## src/rtl/rv32_mdu_seq.sv

```systemverilog
// rv32_mdu_seq: iterative RV32M multiply/divide unit; define MDU_EARLY_OUT_EN to finish trivial cases in one cycle
module rv32_mdu_seq #(
  parameter int XLEN  = 32,
  parameter int CNT_W = 6
) (
  input  logic            clk,
  input  logic            rst_n,
  input  logic            start,
  input  logic [2:0]      op,
  input  logic [XLEN-1:0] opA,
  input  logic [XLEN-1:0] opB,
  input  logic            kill,
  output logic            busy,
  output logic            done,
  output logic [XLEN-1:0] result
);
`ifdef MDU_EARLY_OUT_EN
  localparam bit EARLY_OUT = 1'b1;
`else
  localparam bit EARLY_OUT = 1'b0;
`endif
  typedef enum logic [1:0] {IDLE, CALC, FIX, DONE} state_t;
  state_t            state;
  logic [CNT_W-1:0]  cnt;
  logic [2:0]        op_q;
  logic              a_neg, b_neg;
  logic [XLEN-1:0]   opnd;
  logic [2*XLEN-1:0] prod;
  logic              a_sgn, b_sgn, early;
  logic [XLEN-1:0]   a_mag, b_mag, rem_fix, fix_res, early_res;
  logic [XLEN:0]     mul_sum, div_diff;
  logic [2*XLEN-1:0] prod_fix;
  // operand magnitudes, one iteration step of each algorithm, sign fix-up and early-out detection
  always_comb begin
    a_sgn     = opA[XLEN-1] & (op == 3'b001 || op == 3'b010 || op == 3'b100 || op == 3'b110);
    b_sgn     = opB[XLEN-1] & (op == 3'b001 || op == 3'b100 || op == 3'b110);
    a_mag     = a_sgn ? -opA : opA;
    b_mag     = b_sgn ? -opB : opB;
    mul_sum   = {1'b0, prod[2*XLEN-1:XLEN]} + (prod[0] ? {1'b0, opnd} : '0);
    div_diff  = prod[2*XLEN-1:XLEN-1] - {1'b0, opnd};
    prod_fix  = (a_neg ^ b_neg) ? -prod : prod;
    rem_fix   = a_neg ? -prod[2*XLEN-1:XLEN] : prod[2*XLEN-1:XLEN];
    fix_res   = !op_q[2] ? (op_q[1:0] == 2'b00 ? prod_fix[XLEN-1:0] : prod_fix[2*XLEN-1:XLEN])
              : op_q[1] ? rem_fix : (opnd == '0 ? '1 : prod_fix[XLEN-1:0]);
    early     = EARLY_OUT && (op[2] ? (opB == '0 || (!op[0] && opA == {1'b1, {(XLEN-1){1'b0}}} && opB == '1))
                                    : (opA == '0 || opB == '0));
    early_res = !op[2] ? '0 : opB == '0 ? (op[1] ? opA : '1) : (op[1] ? '0 : opA);
  end
  // sequencing FSM with shared product/remainder-quotient register and registered outputs
  always_ff @(posedge clk or negedge rst_n)
    if (!rst_n) begin
      state  <= IDLE;
      busy   <= 1'b0;
      done   <= 1'b0;
      result <= '0;
      cnt    <= '0;
      op_q   <= '0;
      a_neg  <= 1'b0;
      b_neg  <= 1'b0;
      opnd   <= '0;
      prod   <= '0;
    end else begin
      done <= 1'b0;
      if (kill && state != IDLE) begin
        state <= IDLE;
        busy  <= 1'b0;
      end else
        case (state)
          IDLE: if (start && !kill) begin
            op_q  <= op;
            a_neg <= a_sgn;
            b_neg <= b_sgn;
            cnt   <= '0;
            opnd  <= op[2] ? b_mag : a_mag;
            prod  <= {{XLEN{1'b0}}, op[2] ? a_mag : b_mag};
            busy  <= 1'b1;
            if (early) begin
              state  <= DONE;
              done   <= 1'b1;
              result <= early_res;
            end else
              state <= CALC;
          end
          CALC: begin
            cnt  <= cnt + 1'b1;
            prod <= !op_q[2] ? {mul_sum, prod[XLEN-1:1]}
                  : div_diff[XLEN] ? {prod[2*XLEN-2:0], 1'b0}
                  : {div_diff[XLEN-1:0], prod[XLEN-2:0], 1'b1};
            if (cnt == CNT_W'(XLEN-1)) state <= FIX;
          end
          FIX: begin
            state  <= DONE;
            done   <= 1'b1;
            result <= fix_res;
          end
          default: begin
            state <= IDLE;
            busy  <= 1'b0;
          end
        endcase
    end
endmodule

```

## config.mk

```make
export PLATFORM = sky130hd
export DESIGN_NAME = rv32_mdu_seq
export DESIGN_NICKNAME = d
export VERILOG_FILES = /design/src/rtl/rv32_mdu_seq.sv
export SDC_FILE = /design/constraint.sdc
export NUM_CORES = 1
export LEC_CHECK = 0
export ABC_AREA = 1
export BUFFER_PORTS_ARGS = -buffer_cell sky130_fd_sc_hd__buf_2
export CAP_MARGIN = 20
export CORE_MARGIN = 3
export CORE_UTILIZATION = 50
export CTS_CLUSTER_DIAMETER = 120
export DETAILED_ROUTE_END_ITERATION = 7
export PLACE_DENSITY = 0.7
export SYNTH_ARGS = -nofsm -noshare
export SYNTH_HDL_FRONTEND = slang
export SYNTH_SLANG_ARGS = --single-unit
```

## constraint.sdc

```tcl
create_clock -name clk -period 4.9 [get_ports clk]
set_clock_uncertainty 0.05 [all_clocks]
set_input_delay 0.735 -clock clk [delete_from_list [all_inputs] [get_ports clk]]
set_output_delay 0.735 -clock clk [all_outputs]
set_load 0.05 [all_outputs]
```

## Word-level counts from Yosys, hierarchy flattened

Cells that the tools add are included.

| word-level totals | value |
|---|---|
| register bits | 143 |
| input bits | 71 |

| cells by class | value |
|---|---|
| $add $sub $neg | 7 |
| equal/unequal tests | 11 |
| mux-type cells | 26 |
| bitwise gates (word level) | 4 |
| reductions and logical operators | 19 |

Operator list:

| operator | number |
|---|---|
| $mux W32 | 10 |
| $mux W64 | 4 |
| $pmux W64 S2 | 1 |
| $neg A32 Y32 | 3 |
| $neg A64 Y64 | 1 |
| $add A32 B32 Y33 | 1 |
| $sub A33 B32 Y33 | 1 |
| $logic_not A32 Y1 | 1 |
| $pmux W6 S2 | 1 |
| $add A6 B1 Y6 const B | 1 |
| $eq A3 B3 Y1 const B | 2 |
| $eq A6 B5 Y1 const B | 1 |
| $mux W2 | 3 |
| $mux W6 | 1 |
| $ne A3 B3 Y1 const B | 2 |
| $pmux W2 S3 | 1 |
| $reduce_and A2 Y1 | 3 |
| $reduce_and A3 Y1 | 2 |
| $logic_or A1 B1 Y1 | 5 |
| $logic_not A2 Y1 | 2 |
| $mux W1 | 4 |
| $reduce_bool A2 Y1 | 2 |
| $eq A3 B1 Y1 const B | 1 |
| $eq A3 B2 Y1 const B | 1 |
| 11 further kinds | 13 |

## Longest topological paths before layout

| logic depth | value |
|---|---|
| depth after elaboration | 9 |
| depth in mapped cells | 20 |

## Least setup slack after synthesis

OpenSTA, ideal clock, no wires.

| timing path | value |
|---|---|
| kind | flip-flop to flip-flop |
| from | reg prod[0] |
| to | reg prod[47] |
| setup time | 120 ps |
| data arrival time | 2390 ps |
| required time | 4730 ps |
| path slack | 2340 ps |
| stages on the path, launching flop included | 20 |
| buffers on the path | 2 |
| period minus slack after synthesis | 2560 ps |
| cell sequence | dfrtp_1 -> buf_6 -> clkbuf_1 -> nand2_1 -> inv_1 -> ha_1 -> inv_1 -> fa_1 -> inv_1 -> nand3_1 -> nand2_1 -> nand2_1 -> o211ai_1 -> nand2_1 -> nand3_1 -> nand2_1 -> o21ai_0 -> inv_1 -> o21ai_1 -> nand2_1 |

| between the ends | value |
|---|---|
| longest elaborated chain between the ends | 4 |

Ends and longest elaborated chain:

| what | line | RTL |
|---|---|---|
| start: declaration | 28 | `logic [2*XLEN-1:0] prod;` |
| start signal: assignment | 75 | `prod <= {{XLEN{1'b0}}, op[2] ? a_mag : b_mag};` |
| start signal: assignment | 86 | `prod <= !op_q[2] ? {mul_sum, prod[XLEN-1:1]}` |
| $mux W32 | 39 | `mul_sum = {1'b0, prod[2*XLEN-1:XLEN]} + (prod[0] ? {1'b0, opnd} : '0);` |
| $add A32 B32 Y33 | 39 |  |
| $mux W64 | 86 |  |
| $pmux W64 S2 | 68 | `case (state)` |

Every way passes these cells.
A chain may end at the register's enable or synchronous reset.

## Worst setup path after layout

Ends and elaborated chain as after synthesis.

==> run_results.csv <==
group,metric,value,unit
yosys,synthXorXnorAreaFrac,3.886,%
yosys,yosysTopAreaCellShare,22.67,%
detailed_routing,drt_wl_total,80.08,mm
sta,clock.fmax,291.6,MHz
clock_network,clock_sinks,143,
clock_network,cts_root_buffer,"clkbuf_16",
yosys,avgSynthCellArea,5.553,um2
setup_path,path_class,"register to register",
grt,grt.overflow.total,0,
yosys,synthAdderAreaFrac,5.288,%
detailed_routing,num_vias,22460,
yosys,synth_area_leader_cell,"nand2_1",
pwr,total_power,15.21,mW
sta,drv_slew,0,
detailed_routing,drcViolationCount,0,
clock_network,postCtsHoldBufs,0,
yosys,synth.mux.area_fraction,0,%
sta,holdWs,0.1199,ns
sta,tightest_slew,1.133,ns
sta,grt_setup_unrepaired,"no",
setup_path,end_kind,"register",
yosys,yosys.area_share.simple,44.77,%
clock_network,cts_buffer_depth,2,
die,core,35050,um2
die,row_count,68,
setup_path,start_kind,"register",
yosys,syn_nets,3393,
clock_network,cts_setup_buffers,0,
detailed_routing,dr.pass1.iters,6,
sta,hold_violations,0,
detailed_routing,postRouteAntennaNets,0,
place,place.detailed.hpwl,63.62,mm
yosys,ys.flop_type,"dfrtp_1",
layout,final_area,19430,um2
clock_network,cts_tree,"done",
clock_network,worst_skew_pair.late_latency,0.46,ns
pwr,power_leakage,10.52,nW
clock_network,post_cts_resized,0,
layout,utilization,55.42,%
sta,tns,0,ns
clock_network,clk_pin_slew,0.08,ns
layout,diodes,0,
setup_path,reg2reg_to,"prod[47]",
layout,fillCellCount,3724,
setup_path,rr_startpoint,"prod[0]",
die,initial_core_util,51.44,%
place,placed_cell_area,18840,um2
setup_path,reg2regPathDepth,17,
grt,grt_usage,40.86,%
grt,grt_max_degree,81,
detailed_routing,viasPerCell,5.982,
detailed_routing,routedWlPerCell,21.33,um
grt,grt_pass1_wl,120.7,mm
yosys,ys_warn_count,0,
layout,final_common_cell,"nand2_1",
grt,antenna_found_initial,1,
yosys,synth-compound-area-share,14.14,%
yosys,syn_area,18030,um2
yosys,synth_seq_cells,143,
die,dieArea,38380,um2
pwr,worst_ir_drop_vdd,1.126,mV
setup_path,crit_required,5.19,ns
yosys,synth_edf_count,0,
sta,min_period,3.429,ns
yosys,synth_top_cells_by_area,"nand2_1, dfrtp_1, nand3_1, inv_1, nor2_1",
run_status,outcome,"finished clean",
yosys,netlist_instances,3247,
place,io_buffers,104,
sta,slew_headroom,24.38,%
layout,drive_gt1_share,6.515,%
die,dieHeight,195.9,um
layout,final_cell_mix,"nand2_1, inv_1, nor2_1",
sta,fin_crit_sh,69.98,%
grt,grt_pass1_vias,20760,
yosys,synth_cell_types,49,
die,ioPinCount,105,
place,gp_congestion,1.059,
setup_path,reg2reg_slack,1.47,ns
yosys,synth-seq-area-share,19.85,%
setup_path,arrival,3.72,ns
layout,layout-area-overhead-vs-synth,7.737,%
yosys,async_reset_ff_share,100.0,%
min_path,min_path_type,"input pin to async pin",
layout,nNetsFinal,3433,
yosys,synth_top_family_by_area,"simple AND/OR/NAND/NOR gates",
setup_path,path_max_fanout,33,
clock_network,cts_buffers,17,
sta,setup_violations,0,
job,cap_viol_max_count,0,
die,die_w,195.9,um
clock_network,cts_max_level,4,
pwr,p_per_area,782.9,nW/um2
detailed_routing,drtIter0Drc,3018,
per-stage QoR:
step / std cells / setup slack, ns
2_1_floorplan: 3247 / 2.340
3_3_place_gp: 3722 / 1.581
3_5_place_dp: 3723 / 1.546
4_1_cts: 3755 / 1.612
5_1_grt: 3755 / 1.236
6_report: 3755 / 1.471
synth_stat cells (4+ instances only):
master	instances
nand2_1	1089
inv_1	439
nor2_1	379
nand3_1	352
a21oi_1	183
o21ai_0	158
dfrtp_1	143
ha_1	73
clkbuf_1	64
xor2_1	61
nand4_1	37
nor3_1	24
o211ai_1	24
buf_2	20
o221ai_1	20
a22oi_1	19
xnor2_1	19
o21ai_1	15
nor2_2	14
nand2_2	11
o21bai_1	10
nand3b_1	9
buf_6	8
or2_2	8
a21o_1	6
buf_1	6
buf_4	5
a31oi_1	4
and2_1	4
clkinv_1	4
nand2_4	4
nand3_2	4
nor4_1	4
report_power, final:
group / internal, mW / switching (mW)
registers: 1.71 / 0.887
logic: 3.13 / 8.12
clock network: 0.732 / 0.636
total: 5.57 / 9.64
state kept, by name, indices dropped and copies added, names as in the netlist:
signal / cells
prod: 64
opnd: 32
result: 32
cnt: 6
op_q: 3
state: 2
a_neg: 1
b_neg: 1
busy: 1
done: 1
cell families after synthesis:
family | count (synthesis)
AOI/OAI and AO/OA | 454
xor gates and xnor gates | 80
adders and majority gates | 75
buffers and inverters | 551
DFF | 143
and+or+nand+nor | 1944
critical path: stages, from the launching register on:
cell      delay (ns)
dfrtp_1         0.99
nand2_1         0.11
inv_1           0.09
ha_1            0.18
inv_1           0.07
fa_1            0.39
inv_1           0.13
nand3_1         0.11
nand2_1         0.19
nand2_1         0.07
o211ai_1        0.24
nand2_1         0.14
nand3_1         0.11
nand2_1         0.05
o21ai_0         0.20
inv_1           0.07
o21ai_1         0.07
nand2_1         0.07
final cells by class:
type	instances	area [um2]	share of cell area [%]
Tap cell	455	569.3	2.931
Timing Repair Buffer	125	704.4	3.626
Clock inverter	14	145.1	0.7471
Sequential cell	143	3582	18.44
Multi-Input combinational cell	2553	12310	63.35
Clock buffer	18	439.2	2.261
Inverter	447	1680	8.650
worst max-delay path by stage:
stage                  from  endpoint  slack [ns]  cells past startpoint
finish              prod[0]  prod[47]        1.47                     17
global route        prod[0]  prod[57]        1.24                     17
CTS                 prod[0]  prod[47]        1.61                     17
detailed placement    op[2]  prod[25]        1.55                     13
global placement      op[2]  prod[23]        1.58                     12
floorplan           prod[0]  prod[47]        2.34                     19
routing by layer:
layer	GRT usage, %	wire (um)	up-vias
met5	0	9	-
met4	22.31	5255	2
met3	10.61	9819	285
met2	60.69	32970	1475
met1	54.22	32020	10230
li1	-	-	10470
Note: power is estimated with default switching activity, not from simulation.
